==> src/rtl/writeback_arbiter.sv <==
// Writeback arbiter: merges a fixed-latency ALU result and a FIFO-buffered
// load-return stream onto the single register-file write port, and keeps a
// per-register pending-load scoreboard that the issue stage uses to stall.
module writeback_arbiter #(
    parameter int DEPTH        = 4,
    parameter int STARVE_LIMIT = 3
) (
    input  logic        clk_i,
    input  logic        reset_i,
    input  logic        alu_valid_i,
    input  logic [4:0]  alu_rd_i,
    input  logic [31:0] alu_data_i,
    output logic        alu_stall_o,
    input  logic        ld_valid_i,
    output logic        ld_ready_o,
    input  logic [4:0]  ld_rd_i,
    input  logic [31:0] ld_data_i,
    input  logic        issue_ld_i,
    input  logic [4:0]  issue_rd_i,
    input  logic [4:0]  Rs1_i,
    input  logic [4:0]  Rs2_i,
    output logic        Rs1Busy_o,
    output logic        Rs2Busy_o,
    output logic        RegWrite_o,
    output logic [4:0]  RdW_o,
    output logic [31:0] WD_o
);

    localparam int PW = $clog2(DEPTH);
    localparam int CW = PW + 1;
    localparam int SW = $clog2(STARVE_LIMIT + 1);

    // Load-return FIFO storage; the head is read combinationally so a pop
    // can drive the registered write port in the same cycle it is selected.
    logic [4:0]    fifo_rd_mem   [DEPTH];
    logic [31:0]   fifo_data_mem [DEPTH];
    logic [PW-1:0] wr_ptr_q, wr_ptr_d;
    logic [PW-1:0] rd_ptr_q, rd_ptr_d;
    logic [CW-1:0] count_q, count_d;
    logic [SW-1:0] starve_q, starve_d;
    logic [31:0]   pending_q, pending_d;
    logic          regwrite_q, regwrite_d;
    logic [4:0]    rdw_q, rdw_d;
    logic [31:0]   wd_q, wd_d;

    logic          fifo_empty;
    logic          force_pop;
    logic          pop;
    logic          push;
    logic          alu_write;
    logic [4:0]    head_rd;
    logic [31:0]   head_data;

    assign fifo_empty = (count_q == '0);
    assign force_pop  = !fifo_empty && (starve_q == SW'(STARVE_LIMIT));
    assign ld_ready_o = (count_q != CW'(DEPTH));
    // rd==0 loads complete the handshake but are dropped instead of enqueued.
    assign push       = ld_valid_i && ld_ready_o && (ld_rd_i != 5'd0);
    assign head_rd    = fifo_rd_mem[rd_ptr_q];
    assign head_data  = fifo_data_mem[rd_ptr_q];
    assign Rs1Busy_o  = pending_q[Rs1_i];
    assign Rs2Busy_o  = pending_q[Rs2_i];
    assign RegWrite_o = regwrite_q;
    assign RdW_o      = rdw_q;
    assign WD_o       = wd_q;

    // Source selection: a starved FIFO head beats the ALU, otherwise ALU first.
    always_comb begin
        pop         = 1'b0;
        alu_write   = 1'b0;
        alu_stall_o = 1'b0;
        if (force_pop) begin
            pop         = 1'b1;
            alu_stall_o = alu_valid_i;
        end else if (alu_valid_i && (alu_rd_i != 5'd0)) begin
            alu_write = 1'b1;
        end else if (!fifo_empty) begin
            pop = 1'b1;
        end
    end

    // Next-state for pointers, occupancy, starvation counter, scoreboard and write port.
    always_comb begin
        wr_ptr_d   = wr_ptr_q;
        rd_ptr_d   = rd_ptr_q;
        count_d    = count_q;
        starve_d   = starve_q;
        pending_d  = pending_q;
        regwrite_d = 1'b0;
        rdw_d      = rdw_q;
        wd_d       = wd_q;

        if (push) wr_ptr_d = wr_ptr_q + PW'(1);
        if (pop)  rd_ptr_d = rd_ptr_q + PW'(1);
        case ({push, pop})
            2'b10:   count_d = count_q + CW'(1);
            2'b01:   count_d = count_q - CW'(1);
            default: count_d = count_q;
        endcase

        if (fifo_empty || pop)
            starve_d = '0;
        else if (starve_q != SW'(STARVE_LIMIT))
            starve_d = starve_q + SW'(1);

        // Clear on the popping write first so a same-cycle issue to that rd wins.
        if (pop) pending_d[head_rd] = 1'b0;
        if (issue_ld_i && (issue_rd_i != 5'd0)) pending_d[issue_rd_i] = 1'b1;
        pending_d[0] = 1'b0;

        if (pop) begin
            regwrite_d = 1'b1;
            rdw_d      = head_rd;
            wd_d       = head_data;
        end else if (alu_write) begin
            regwrite_d = 1'b1;
            rdw_d      = alu_rd_i;
            wd_d       = alu_data_i;
        end
    end

    // Control and output state; reset discards queued loads by clearing pointers.
    always_ff @(posedge clk_i or posedge reset_i) begin
        if (reset_i) begin
            wr_ptr_q   <= '0;
            rd_ptr_q   <= '0;
            count_q    <= '0;
            starve_q   <= '0;
            pending_q  <= '0;
            regwrite_q <= 1'b0;
            rdw_q      <= 5'd0;
            wd_q       <= 32'd0;
        end else begin
            wr_ptr_q   <= wr_ptr_d;
            rd_ptr_q   <= rd_ptr_d;
            count_q    <= count_d;
            starve_q   <= starve_d;
            pending_q  <= pending_d;
            regwrite_q <= regwrite_d;
            rdw_q      <= rdw_d;
            wd_q       <= wd_d;
        end
    end

    // FIFO payload write; contents need no reset since pointers gate validity.
    always_ff @(posedge clk_i) begin
        if (push) begin
            fifo_rd_mem[wr_ptr_q]   <= ld_rd_i;
            fifo_data_mem[wr_ptr_q] <= ld_data_i;
        end
    end

endmodule

==> config.mk <==
export PLATFORM = sky130hd
export DESIGN_NAME = writeback_arbiter
export DESIGN_NICKNAME = d
export VERILOG_FILES = /design/src/rtl/writeback_arbiter.sv
export SDC_FILE = /design/constraint.sdc
export NUM_CORES = 1
export LEC_CHECK = 0
export ABC_AREA = 1
export BUFFER_PORTS_ARGS = -buffer_cell sky130_fd_sc_hd__buf_4
export CORE_MARGIN = 1
export CORE_UTILIZATION = 62
export CTS_CLUSTER_SIZE = 30
export DETAILED_ROUTE_END_ITERATION = 10
export GPL_ROUTABILITY_DRIVEN = 0
export PLACE_DENSITY_LB_ADDON = 0.08
export REMOVE_ABC_BUFFERS = 1
export SLEW_MARGIN = 20
export SYNTH_ARGS = -nofsm -noshare
export SYNTH_HDL_FRONTEND = slang
export SYNTH_SLANG_ARGS = --single-unit
==> constraint.sdc <==
create_clock -name clk_i -period 5.3 [get_ports clk_i]
set_clock_uncertainty 0.1 [all_clocks]
set_input_delay 0.795 -clock clk_i [delete_from_list [all_inputs] [get_ports clk_i]]
set_output_delay 0.795 -clock clk_i [all_outputs]
set_load 0.05 [all_outputs]
Word level (Yosys, flattened, before mapping)

Memories as Yosys holds them, arrays and structs flattened.
Cells that the tools add are included.

Equality and inequality tests: 5
Order comparisons: 6
Reductions and logical operators: 16
$add $sub $neg: 5
Mux-type cells: 27
Bitwise operators: 3

Operators with widths:

| kind                | number |
|---|---|
| $mux 32             | 4 |
| $and 32x32->32      | 1 |
| $not 32->32         | 1 |
| $or 32x32->32       | 1 |
| $lt 5x6->1 const B  | 4 |
| $reduce_bool 5->1   | 3 |
| $mux 1              | 14 |
| $bmux 1 s5          | 2 |
| $demux 1 s5         | 2 |
| $ge 5x1->1 const B  | 2 |
| $mux 5              | 2 |
| $logic_and 1x1->1   | 7 |
| $add 2x1->2 const B | 3 |
| $pmux 3 s2          | 1 |
| $reduce_bool 2->1   | 3 |
| $eq 2x2->1 const B  | 2 |
| $mux 2              | 2 |
| $add 3x1->3 const B | 1 |
| $logic_not 3->1     | 1 |
| $ne 3x3->1 const B  | 1 |
| $sub 3x1->3 const B | 1 |
| $eq 2x1->1 const B  | 1 |
| $ne 2x2->1 const B  | 1 |
| $logic_not 1->1     | 1 |
| $logic_or 1x1->1    | 1 |

Register bits: 78
Memories: 2
Output and inout port bits: 42
Memory bits (writable): 148
Logic and storage cells: 72
Input port bits: 94

Memories:

| memory        | depth | width | read ports | clocked after Yosys merged registers in | wr ports | line | RTL |
|---|---|---|---|---|---|---|---|
| fifo_data_mem | 4     | 32    | 1          | 0                                       | 1        | 36   | `logic [31:0] fifo_data_mem [DEPTH];` |
| fifo_rd_mem   | 4     | 5     | 1          | 0                                       | 1        | 35   | `logic [4:0] fifo_rd_mem [DEPTH];` |

Longest topological paths before layout

Gate-level depths: netlist of run 1.
An unclocked memory read counts as a cell.

Word-level depth: 10
Mapped depth: 12

Worst setup path after synthesis of run 1

OpenSTA, ideal clock, no wires.

Path kind: flip-flop to flip-flop
Start point: reg count_q[1]
End point: mem fifo_data_mem[0][0] (enable)
Stages on the path, launching flop included: 5
Data required time: 4769 ps
Arrival time: 2785 ps
Path slack: 1984 ps
Cell sequence: dfrtp_1 inv_1 nand3_1 nand3_1 nor2_1

Longest elaborated chain between the ends: 5

Ends and longest elaborated chain:

| what                           | line | RTL |
|---|---|---|
| from (decl)                    | 39   | `logic [CW-1:0] count_q, count_d;` |
| from (signal assigned)         | 136  | `count_q <= count_d;` |
| $ne 3x3->1                     | 56   | `assign ld_ready_o = (count_q != CW'(DEPTH));` |
| named net ld_ready_o           | 15   | `output logic ld_ready_o,` |
| $logic_and 1x1->1 (2 in a row) | 58   | `assign push = ld_valid_i && ld_ready_o && (ld_rd_i != 5'd0);` |
| $mux 1                         | 147  | `if (push) begin` |
| $mux 1 (implied by the code)   | 149  | `fifo_data_mem[wr_ptr_q] <= ld_data_i;` |
| to (decl)                      | 36   |  |

The timed path passes the listed nets, and every way through them passes these cells.

Final worst setup path of run 1

Start point: reg count_q[1]
End point: out alu_stall_o

Longest elaborated chain between the ends: 4

Ends and longest elaborated chain:

| what              | line | RTL |
|---|---|---|
| $logic_not 3->1   | 54   | `assign fifo_empty = (count_q == '0);` |
| $logic_not 1->1   | n/a  |  |
| $logic_and 1x1->1 | 55   | `assign force_pop = !fifo_empty && (starve_q == SW'(STARVE_LIMIT));` |
| $mux 1            | 72   | `if (force_pop) begin` |
| to (decl)         | 13   | `output logic alu_stall_o,` |

Every way passes these cells.

==> summary.md, run 1 <==
| Metric | Value |
|---|---|
| First-pass GRT wire length | `40000 um` |
| Data required time of the critical path | `4.41 ns` |
| Top_reg_cell synth | `sky130_fd_sc_hd__edfxtp_1` |
| Leakage power of the design | `5.63 nW` |
| Reg-to-reg setup timing slack | `2.45 ns` |
| Element type at the critical path end | `output port` |
| Most frequent cells in the layout | `494 x sky130_fd_sc_hd__nand2_1, 239 x sky130_fd_sc_hd__nand3_1, 148 x sky130_fd_sc_hd__edfxtp_1, 148 x sky130_fd_sc_hd__buf_4, 76 x sky130_fd_sc_hd__dfrtp_1` |
| Endpoint of the worst-slack reg-to-reg timing path | `pending_q[12]$_DFF_PP0_` |
| Global router's overall resource usage | `29.0%` |
| Finished Core Util | `74.5%` |
| Average wire per standard cell | `16.4 um` |
| Number of top-level design ports | `136` |
| PostCTS Resize Cnt | `0` |
| Global route overflow | `0` |
| Clock latency on the worst-skew pair | `0.49 ns` |
| Maximum number of pins on one net before global-route repair | `76` |
| Hold WC Path Type | `flop to flop` |
| Number of optimization iterations in the first detailed-route pass | `5` |
| Outcome | `complete, no violations` |
| Overall die width | `132 um` |
| Post-synth design cell area | `10500 um^2` |
| Clock edge transition at the registers on the reported setup and hold paths | `0.07 ns` |
| Die footprint | `17400 um^2` |
| Largest vdd supply drop | `0.369 mV` |
| Launch instance of the worst min-delay path | `starve_q[0]$_DFFE_PP0P_` |
| Worst-case clock buffer depth | `3` |
| Max-slew violation count | `0` |
| Clock root buffer | `sky130_fd_sc_hd__clkbuf_16` |
| Cell Rows | `47` |
| Count of yosys warnings during synthesis | `0` |
| Power density over cell area | `584 nW/um^2` |
| Hold Slack | `0.347 ns` |
| Hold endpoint | `starve_q[0]$_DFFE_PP0P_` |
| Syn avg cell area | `9.05 um^2` |
| Worst hold path depth | `1` |
| Fill cells | `1214` |
| Number of routed nets with antenna violations | `0` |
| TritonCTS buffer count | `22` |
| Peak fanout along the critical path | `40` |
| Portion of the clock cycle consumed by the worst path in the final layout | `59.2%` |
| Transition time of the tightest slew-check pin | `1.06 ns` |
| Number of buffers added on ports | `135` |
| HPWL after DPL | `15300 um` |
| Number of distinct library cells after synthesis | `28` |
| Die span in y | `132 um` |
| Residual DRC count | `0` |
| Number of placed instances, taps included | `1469` |
| Number of enable-type register cells in the synthesized netlist | `148` |
| Worst endpoint data arrival time | `2.24 ns` |
| Clock tree from TritonCTS | `built` |
| Synth-to-layout area growth | `17.5%` |
| Worst setup SP type | `flop` |
| Max Clock Freq | `319 MHz` |
| Setup repair after global routing missed its margin | `no` |
| TritonCTS sink count | `226` |
| NumNets Final | `1374` |
| Final critical delay including setup and external delays | `3.14 ns` |
| # setup viols final | `0` |
| H-Tree Depth | `1` |
| Leading cell type in the layout, fill and taps excluded | `sky130_fd_sc_hd__nand2_1` |
| Number of global-route vias before repair | `8026` |
| Reg2reg start | `rd_ptr_q[1]$_DFFE_PP0N_` |
| Core Area | `16500 um^2` |
| Violation count after the first detailed-routing iteration | `756` |
| Starting Density | `63.4%` |
| Postcts setup bufs | `0` |
| Count of placed standard cells in the final layout, fillers left out | `1510` |
| Critical path type | `flop to output port` |
| Path depth of the worst reg2reg path | `9` |
| Total Wirelength | `24700 um` |
| Fraction of registers with async set/reset | `34.5%` |
| Sequential cell area fraction in the yosys report | `61.1%` |
| Number of instances in the synthesized netlist | `1157` |
| Mean number of vias per cell | `5.54` |
| Total negative slack for setup checks | `0 ns` |
| Fraction of final layout cells with drive strength greater than 1 | `16.6%` |
| Max-Cap Viols | `0` |
| Initial antenna violation count | `0` |
| Number of endpoints with negative hold slack in the final report | `0` |
| Slew headroom | `29.3%` |
| FF+latch count, synth | `226` |
| Hold-fix buffers, CTS | `0` |
| Via count of the routed design | `8372` |
routing by layer:
layer / up-vias / global-route usage, % / share of wire (%)
li1: 4016 / - / -
met5: - / 0 / 0
met3: 31 / 4.38 / 7.2
met4: 0 / 7.43 / 1.4
met2: 331 / 49.2 / 49
met1: 3994 / 39.4 / 42
per-stage QoR:
step	power [mW]	setup WS, ns	cell area (um^2)
2_1_floorplan	4.74	1.98	10200
3_3_place_gp	5.63	2.20	11600
3_5_place_dp	5.71	2.16	11600
4_1_cts	7.19	2.18	12300
5_1_grt	7.60	2.05	12300
6_report	7.19	2.16	12300
how the worst max path moves through the flow:
stage / from / to / slack (ns) / depth (start not counted)
after detailed placement: ld_rd_i[0] / fifo_data_mem[1][10]$_DFFE_PP_ / 2.16 / 6
after CTS: count_q[1]$_DFFE_PP0P_ / alu_stall_o / 2.18 / 7
final: count_q[1]$_DFFE_PP0P_ / alu_stall_o / 2.16 / 7
after global placement: ld_rd_i[1] / fifo_data_mem[1][3]$_DFFE_PP_ / 2.20 / 6
after global routing: count_q[1]$_DFFE_PP0P_ / alu_stall_o / 2.05 / 7
after floorplan: count_q[1]$_DFFE_PP0P_ / alu_stall_o / 1.98 / 4
critical path, cell delays in order (launching register included):
cell and delay (ns):
sky130_fd_sc_hd__dfrtp_1 0.39, sky130_fd_sc_hd__inv_1 0.13, sky130_fd_sc_hd__nand3_2 0.09, sky130_fd_sc_hd__buf_4 0.30
sky130_fd_sc_hd__inv_2 0.11, sky130_fd_sc_hd__buf_4 0.43, sky130_fd_sc_hd__nor2_1 0.08, sky130_fd_sc_hd__buf_4 0.21
synth_stat cells (2+ instances only):
cell / instances / area (um^2)
sky130_fd_sc_hd__nand2_1: 494 / 1850
sky130_fd_sc_hd__nor2_1: 15 / 56.3
sky130_fd_sc_hd__inv_2: 5 / 18.8
sky130_fd_sc_hd__buf_6: 2 / 22.5
sky130_fd_sc_hd__o21ai_0: 2 / 10.0
sky130_fd_sc_hd__buf_4: 4 / 30.0
sky130_fd_sc_hd__clkbuf_1: 12 / 45.0
sky130_fd_sc_hd__inv_1: 76 / 285
sky130_fd_sc_hd__nand2_2: 2 / 12.5
sky130_fd_sc_hd__xor2_1: 3 / 26.3
sky130_fd_sc_hd__buf_2: 37 / 185
sky130_fd_sc_hd__nor2_4: 7 / 78.8
sky130_fd_sc_hd__nor2_2: 6 / 37.5
sky130_fd_sc_hd__nor3_1: 9 / 45.0
sky130_fd_sc_hd__nand3_1: 240 / 1200
sky130_fd_sc_hd__dfrtp_1: 78 / 1950
sky130_fd_sc_hd__a21oi_1: 2 / 10.0
sky130_fd_sc_hd__edfxtp_1: 148 / 4440
sky130_fd_sc_hd__ha_1: 6 / 75.1
report_power, final:
part / leakage [nW] / internal (mW) / total [mW] / switching (mW)
combinational: 3.02 / 0.865 / 2.94 / 2.08
clock: 0.346 / 0.853 / 1.48 / 0.632
sequential: 2.27 / 2.43 / 2.76 / 0.331
total: 5.63 / 4.15 / 7.19 / 3.04
logic make-up (layout without fill, tap and decap cells):
| family | after synthesis | in the layout | synth area share [%] |
|---|---|---|---|
| other | 0 | 1 | 0 |
| AOI/OAI and AO/OA | 4 | 4 | 0.191 |
| buffers and inverters | 138 | 270 | 5.70 |
| xor gates and xnor gates | 4 | 4 | 0.335 |
| and+or+nand+nor | 778 | 778 | 31.8 |
| DFF | 226 | 226 | 61.1 |
| adders and majority gates | 7 | 7 | 0.908 |
sequential cells by signal, summed over array words and instances (netlist names):
| register | count |
|---|---|
| fifo_data_mem | 128 |
| WD_o | 32 |
| pending_q | 31 |
| fifo_rd_mem | 20 |
| RdW_o | 5 |
| count_q | 3 |
| rd_ptr_q | 2 |
| starve_q | 2 |
| wr_ptr_q | 2 |
| RegWrite_o | 1 |
layout make-up:
| type | count | area, um^2 | share of cell area, % |
|---|---|---|---|
| timing repair buffer | 148 | 1110 | 9.03 |
| clock buffer | 32 | 649 | 5.28 |
| inverter | 82 | 312 | 2.53 |
| antenna | 1 | 2.50 | 0.0203 |
| sequential | 226 | 6400 | 52.0 |
| tap | 220 | 275 | 2.24 |
| clock inverter | 8 | 46.3 | 0.376 |
| multi-input combinational | 793 | 3510 | 28.5 |
No activity file was read; power rests on OpenSTA's default activity.
==> run 2: changes to the inputs <==
--- a/config.mk
+++ b/config.mk
@@ -8,7 +8,7 @@
 export ABC_AREA = 1
 export BUFFER_PORTS_ARGS = -buffer_cell sky130_fd_sc_hd__buf_4
 export CORE_MARGIN = 1
-export CORE_UTILIZATION = 62
+export CORE_UTILIZATION = 58
 export CTS_CLUSTER_SIZE = 30
 export DETAILED_ROUTE_END_ITERATION = 10
 export GPL_ROUTABILITY_DRIVEN = 0
==> constraint.sdc (replaced) <==
create_clock -name clk_i -period 3 [get_ports clk_i]
set_clock_uncertainty 0.1 [all_clocks]
set_input_delay 0.45 -clock clk_i [delete_from_list [all_inputs] [get_ports clk_i]]
set_output_delay 0.45 -clock clk_i [all_outputs]
set_load 0.05 [all_outputs]
==> summary.md, run 2 (synthesis results as in run 1) <==
| Metric | Value |
|---|---|
| Outcome | `complete, no violations` |
| Finished Core Util | `71.2% (-3.2 points)` |
| Launch instance of the worst min-delay path | `ld_data_i[6]` |
| Leading cell type in the layout, fill and taps excluded | `sky130_fd_sc_hd__nand2_1` |
| Max Clock Freq | `378 MHz` |
| Average wire per standard cell | `16.1 um (-1.7%)` |
| Largest register by flop count | `fifo_data_mem` |
| Clock edge transition at the registers on the reported setup and hold paths | `0.06 ns (about the same)` |
| Global router's overall resource usage | `27.4% (-1.6 points)` |
| Global route overflow | `0 (unchanged)` |
| Number of optimization iterations in the first detailed-route pass | `7 (+2)` |
| Power dissipated by switching net loads | `5.40 mW (+78%)` |
| Total Wirelength | `24500 um (-0.75%)` |
| Violation count after the first detailed-routing iteration | `647 (-14%)` |
| PostCTS Resize Cnt | `0 (unchanged)` |
| Cell Rows | `48 (+2.1%)` |
| Critical path type | `flop to output port` |
| Worst setup SP type | `flop` |
| Sum of internal, switching and leakage power | `12.8 mW (+79%)` |
| Endpoint of the worst-slack reg-to-reg timing path | `pending_q[9]$_DFF_PP0_` |
| Number of endpoints with negative hold slack in the final report | `0 (unchanged)` |
| Number of buffers added on ports | `135 (unchanged)` |
| Worst-case clock buffer depth | `3 (unchanged)` |
| Setup slack after placement | `0.670 ns (-1.49 ns)` |
| Reg2reg start | `rd_ptr_q[0]$_DFFE_PP0N_` |
| Core Area | `17500 um^2 (+5.8%)` |
| Largest vdd supply drop | `0.649 mV (+76%)` |
| Transition time of the tightest slew-check pin | `0.973 ns (-0.0847 ns)` |
| Total negative slack for setup checks | `0 ns (unchanged)` |
| Data required time of the critical path | `2.45 ns (-1.96 ns)` |
| Most frequent cells in the layout | `494 x sky130_fd_sc_hd__nand2_1, 239 x sky130_fd_sc_hd__nand3_1, 151 x sky130_fd_sc_hd__buf_4, 148 x sky130_fd_sc_hd__edfxtp_1, 76 x sky130_fd_sc_hd__dfrtp_1` |
| Max-slew violation count | `0 (unchanged)` |
| Worst endpoint data arrival time | `2.10 ns (-0.14 ns)` |
| Residual DRC count | `0 (unchanged)` |
| TritonCTS buffer count | `23 (+4.5%)` |
| Setup ws final | `0.354 ns (-1.81 ns)` |
| Die span in y | `136 um (+3.3%)` |
| Max-Cap Viols | `0 (unchanged)` |
| Overall die width | `136 um (+3.3%)` |
| Antenna cell count | `0 (-1)` |
| Max reg flops | `128 (unchanged)` |
| Peak fanout along the critical path | `18 (-55%)` |
| Maximum number of pins on one net before global-route repair | `76 (unchanged)` |
| Number of top-level design ports | `136 (unchanged)` |
| # setup viols final | `0 (unchanged)` |
| Fraction of power spent switching nets | `42.1% (-0.21 points)` |
| Synth-to-layout area growth | `18.9%` |
| Via count of the routed design | `8221 (-1.8%)` |
| Hold WC Path Type | `input port to flop` |
| Final critical delay including setup and external delays | `2.65 ns` |
| HPWL after DPL | `15900 um (+3.9%)` |
| Clock root buffer | `sky130_fd_sc_hd__clkbuf_16` |
| Number of routed nets with antenna violations | `0 (unchanged)` |
| Die footprint | `18600 um^2 (+6.8%)` |
| Portion of the clock cycle consumed by the worst path in the final layout | `88.2%` |
| Clock tree from TritonCTS | `built` |
| Path depth of the worst reg2reg path | `10 (+1)` |
| Fraction of final layout cells with drive strength greater than 1 | `17.2% (+0.57 points)` |
| H-Tree Depth | `1 (unchanged)` |
| NumNets Final | `1383 (+0.66%)` |
| Number of global-route vias before repair | `7885 (-1.8%)` |
| Comb pwr share | `41.5% (+0.6 points)` |
| Slew headroom | `34.6% (+5.3 points)` |
| Clock latency on the worst-skew pair | `0.51 ns (+0.02 ns)` |
| Hold Slack | `0.0337 ns (-0.313 ns)` |
| Leakage power of the design | `5.69 nW (+1.1%)` |
| Starting Density | `59.9% (-3.5 points)` |
| Mean number of vias per cell | `5.39 (-2.7%)` |
| Reg-to-reg setup timing slack | `0.72 ns (-1.73 ns)` |
| Initial antenna violation count | `0 (unchanged)` |
| Hold endpoint | `fifo_data_mem[1][6]$_DFFE_PP_` |
| Setup repair after global routing missed its margin | `no` |
| Power density over cell area | `1030 nW/um^2 (+77%)` |
| First-pass GRT wire length | `39100 um (-2.3%)` |
| Cell-internal power | `7.44 mW (+79%)` |
| Flop pwr share | `37.4% (-1.0 points)` |
| Element type at the critical path end | `output port` |
| Clock network fraction of total power | `21.2% (+0.5 points)` |
| Fill cells | `1379 (+14%)` |
| Worst hold path depth | `1 (unchanged)` |
| TritonCTS sink count | `226 (unchanged)` |
## run 2: worst max-delay path, cell delays in order, from the launching register on
cell and delay (ns):
sky130_fd_sc_hd__dfrtp_1 0.37, sky130_fd_sc_hd__inv_1 0.13, sky130_fd_sc_hd__nand3_2 0.38, sky130_fd_sc_hd__inv_2 0.42
sky130_fd_sc_hd__nor2_1 0.07, sky130_fd_sc_hd__buf_4 0.20
## run 2: power groups by stage
stage | Combinational, mW | Sequential, mW | Clock [mW]
after floorplan | 2.62 | 5.75 | 0
after global placement | 5.22 | 4.83 | 0
after detailed placement | 5.33 | 4.84 | 0
after CTS | 5.35 | 4.79 | 2.75
after global routing | 5.87 | 4.89 | 2.86
final | 5.32 | 4.80 | 2.72
## run 2: what timing repair did
action,CTS,global route
hold endpoints to repair,16,0
buffers inserted,0,0
hold buffers,1,0
## run 2: routing by layer
metal / vias up / global-route usage [%] / routed length [um]
met5: - / 0 / 0
met4: 0 / 8.02 / 365
met3: 39 / 4.81 / 1820
met2: 298 / 45.1 / 11800
met1: 3849 / 37.3 / 10600
li1: 4035 / - / -
## run 2: cell type report
class                   instances  area [um^2]  share of cell area, %
well taps                     225          282                   2.26
repair buffers                156         1220                   9.83
clock inverters                14          109                  0.874
multi-input cells             793         3510                   28.2
inverters                      82          312                   2.50
clock buffers                  28          614                   4.93
flip-flops and latches        226         6400                   51.4
## run 2: worst max-delay path by stage
stage	start	end	depth (start not counted)
CTS	count_q[1]$_DFFE_PP0P_	alu_stall_o	5
global route	count_q[1]$_DFFE_PP0P_	alu_stall_o	5
finish	count_q[1]$_DFFE_PP0P_	alu_stall_o	5
floorplan	count_q[1]$_DFFE_PP0P_	fifo_data_mem[0][0]$_DFFE_PP_	4
global placement	alu_rd_i[1]	count_q[2]$_DFFE_PP0P_	12
detailed placement	alu_rd_i[1]	count_q[2]$_DFFE_PP0P_	12
## run 2: stage by stage
| step | cells | area, um^2 |
|---|---|---|
| after floorplan | 1101 | 10200 |
| after global placement | 1481 | 11700 |
| after detailed placement | 1481 | 11700 |
| after CTS | 1524 | 12500 |
| after global routing | 1524 | 12500 |
| final | 1524 | 12500 |
==> run 3: changes to the inputs <==
--- a/config.mk
+++ b/config.mk
@@ -7,11 +7,14 @@
 export LEC_CHECK = 0
 export ABC_AREA = 1
 export BUFFER_PORTS_ARGS = -buffer_cell sky130_fd_sc_hd__buf_4
+export CELL_PAD_IN_SITES_DETAIL_PLACEMENT = 0
+export CELL_PAD_IN_SITES_GLOBAL_PLACEMENT = 1
 export CORE_MARGIN = 1
-export CORE_UTILIZATION = 58
+export CORE_UTILIZATION = 44
 export CTS_CLUSTER_SIZE = 30
 export DETAILED_ROUTE_END_ITERATION = 10
 export GPL_ROUTABILITY_DRIVEN = 0
+export MAX_ROUTING_LAYER = met4
 export PLACE_DENSITY_LB_ADDON = 0.08
 export REMOVE_ABC_BUFFERS = 1
 export SLEW_MARGIN = 20
==> constraint.sdc (replaced) <==
create_clock -name clk_i -period 3 [get_ports clk_i]
set_clock_uncertainty 0.1 [all_clocks]
set_input_delay 0.45 -clock clk_i [delete_from_list [all_inputs] [get_ports clk_i]]
set_output_delay 0.45 -clock clk_i [all_outputs]
set_load 0.01 [all_outputs]
==> summary.md, run 3 (synthesis results as in run 1) <==
| Metric | Value |
|---|---|
| Number of endpoints with negative hold slack in the final report | `0 (unchanged)` |
| Max-Cap Viols | `0 (unchanged)` |
| Most frequent cells in the layout | `492 x sky130_fd_sc_hd__nand2_1, 239 x sky130_fd_sc_hd__nand3_1, 156 x sky130_fd_sc_hd__buf_4, 148 x sky130_fd_sc_hd__edfxtp_1, 76 x sky130_fd_sc_hd__dfrtp_1` |
| Setup ws final | `0.324 ns (-0.0303 ns)` |
| Cell-internal power | `7.74 mW (+4.1%)` |
| Mean number of vias per cell | `4.91 (-9.0%)` |
| Number of placed instances, taps included | `1578 (+6.5%)` |
| Fraction of power spent switching nets | `37.3% (-4.8 points)` |
| First-pass GRT wire length | `42200 um (+8.0%)` |
| Endpoint of the worst-slack reg-to-reg timing path | `WD_o[13]$_DFFE_PP0P_` |
| Average wire per standard cell | `16.4 um (+1.6%)` |
| Reg-to-reg setup timing slack | `0.82 ns (+0.10 ns)` |
| Clock network fraction of total power | `24.9% (+3.7 points)` |
| Sum of internal, switching and leakage power | `12.3 mW (-3.9%)` |
| Power dissipated by switching net loads | `4.60 mW (-15%)` |
| Portion of the clock cycle consumed by the worst path in the final layout | `89.2% (+1.0 points)` |
| Most heavily used metal layer in global routing | `met2` |
| Total Wirelength | `26600 um (+8.3%)` |
| Element type at the critical path end | `output port` |
| Setup repair after global routing missed its margin | `no` |
| Via count of the routed design | `7977 (-3.0%)` |
| Worst setup SP type | `flop` |
| Initial antenna violation count | `0 (unchanged)` |
| Placed Area | `11800 um^2 (+1.0%)` |
| Leakage power of the design | `5.76 nW (+1.1%)` |
| Clock tree from TritonCTS | `built` |
| Global router's overall resource usage | `23.4% (-4.0 points)` |
| Number of optimization iterations in the first detailed-route pass | `7 (unchanged)` |
| TritonCTS buffer count | `25 (+8.7%)` |
| Met2 Use GR | `37.1% (-8.0 points)` |
| Synth-to-layout area growth | `21.2%` |
| Clock root buffer | `sky130_fd_sc_hd__clkbuf_16` |
| Hold endpoint | `fifo_data_mem[2][31]$_DFFE_PP_` |
| Flop pwr share | `38.5% (+1.1 points)` |
| Transition time of the tightest slew-check pin | `0.949 ns (-0.0239 ns)` |
| Worst endpoint data arrival time | `2.13 ns (+0.03 ns)` |
| Worst hold path depth | `1 (unchanged)` |
| Number of global-route vias before repair | `7564 (-4.1%)` |
| Count of placed standard cells in the final layout, fillers left out | `1625 (+6.6%)` |
| Max reg flops | `128 (unchanged)` |
| Max Clock Freq | `374 MHz (-1.1%)` |
| Launch instance of the worst min-delay path | `ld_data_i[31]` |
| Number of top-level design ports | `136 (unchanged)` |
| H-Tree Depth | `1 (unchanged)` |
| Slew headroom | `36.5% (+1.9 points)` |
| PostCTS Resize Cnt | `0 (unchanged)` |
| Largest register by flop count | `fifo_data_mem` |
| Die span in y | `156 um (+15%)` |
| Overall die width | `156 um (+15%)` |
| GRT met3 Usage | `3.85% (-0.96 points)` |
| Path depth of the worst reg2reg path | `7 (-3)` |
| Number of routed nets with antenna violations | `0 (unchanged)` |
| HPWL after DPL | `17000 um (+7.0%)` |
| Data required time of the critical path | `2.45 ns (about the same)` |
| # setup viols final | `0 (unchanged)` |
| Clock edge transition at the registers on the reported setup and hold paths | `0.06 ns (about the same)` |
| Maximum number of pins on one net before global-route repair | `45 (-41%)` |
| Post-Layout Inst Area | `12700 um^2 (+1.9%)` |
| Power density over cell area | `972 nW/um^2 (-5.7%)` |
| NumNets Final | `1388 (+0.36%)` |
| Outcome | `complete, no violations` |
| Residual DRC count | `0 (unchanged)` |
| Starting Density | `44.7% (-15 points)` |
| Clock latency on the worst-skew pair | `0.52 ns (about the same)` |
| Die footprint | `24400 um^2 (+31%)` |
| Critical path type | `flop to output port` |
| Global-route met1 utilization | `31.6% (-5.6 points)` |
| Comb pwr share | `36.6% (-4.9 points)` |
| Core Area | `23400 um^2 (+34%)` |
| Antenna cell count | `0 (unchanged)` |
| Leading cell type in the layout, fill and taps excluded | `sky130_fd_sc_hd__nand2_1` |
| Number of buffers added on ports | `135 (unchanged)` |
| Max-slew violation count | `0 (unchanged)` |
| Cell Rows | `56 (+17%)` |
| Global route overflow | `0 (unchanged)` |
| Setup slack after placement | `0.631 ns (-0.0392 ns)` |
| Largest vdd supply drop | `0.651 mV (+0.32%)` |
| Peak fanout along the critical path | `24 (+6)` |
| Final critical delay including setup and external delays | `2.68 ns (+0.0303 ns)` |
| Reg2reg start | `count_q[1]$_DFFE_PP0P_` |
| Fraction of final layout cells with drive strength greater than 1 | `17.5% (+0.29 points)` |
| Hold WC Path Type | `input port to flop` |
| TritonCTS sink count | `226 (unchanged)` |
| Violation count after the first detailed-routing iteration | `511 (-21%)` |
| Worst-case clock buffer depth | `3 (unchanged)` |
==> run 3: final cells by class <==
cell class | instances | area (um^2)
clock inverters | 4 | 51.3
fillers | 2211 | 10700
multi-input cells | 793 | 3520
clock buffers | 42 | 791
well taps | 319 | 399
flip-flops and latches | 226 | 6400
inverters | 82 | 312
repair buffers | 159 | 1220
==> run 3: worst max path at each step <==
stage	from	endpoint	slack (ns)	cells past startpoint
after floorplan	rd_ptr_q[0]$_DFFE_PP0N_	pending_q[10]$_DFF_PP0_	-0.21	9
after global placement	alu_rd_i[1]	count_q[2]$_DFFE_PP0P_	0.59	12
after CTS	count_q[1]$_DFFE_PP0P_	alu_stall_o	0.30	7
after detailed placement	alu_rd_i[1]	count_q[2]$_DFFE_PP0P_	0.63	12
after global routing	count_q[1]$_DFFE_PP0P_	alu_stall_o	0.18	7
final	count_q[1]$_DFFE_PP0P_	alu_stall_o	0.32	7
==> run 3: critical path, cell delays in order, from the launching register on <==
cell	delay, ns
sky130_fd_sc_hd__dfrtp_1	0.38
sky130_fd_sc_hd__inv_1	0.13
sky130_fd_sc_hd__nand3_2	0.15
sky130_fd_sc_hd__buf_4	0.24
sky130_fd_sc_hd__inv_2	0.09
sky130_fd_sc_hd__buf_4	0.30
sky130_fd_sc_hd__nor2_1	0.13
sky130_fd_sc_hd__buf_4	0.17
==> run 3: through the flow <==
step	setup TNS, ns	util (%)	hold slack, ns
2_1_floorplan	-10.56	-	0.319
3_3_place_gp	0	50.6	0.333
3_5_place_dp	0	50.6	0.336
4_1_cts	0	54.2	0.00413
5_1_grt	0	54.2	0.0103
6_report	0	54.2	0.0318
==> run 3: per-layer routing <==
layer	wire, um	up-vias
met1	12300	3670
met4	538	0
met2	12200	217
li1	-	4053
met5	0	-
met3	1530	37
==> run 3: power by group through the flow <==
stage | clock network [mW] | registers [mW] | logic, mW
final | 3.07 | 4.75 | 4.52
after global placement | 0 | 4.80 | 4.54
after CTS | 3.14 | 4.75 | 4.60
after detailed placement | 0 | 4.81 | 4.59
after floorplan | 0 | 4.96 | 2.58
after global routing | 3.27 | 4.85 | 5.12
==> run 3: timing repair <==
item	in CTS	in global routing
endpoints found under the hold margin	40	0
buffers inserted	0	0
hold buffers	1	0
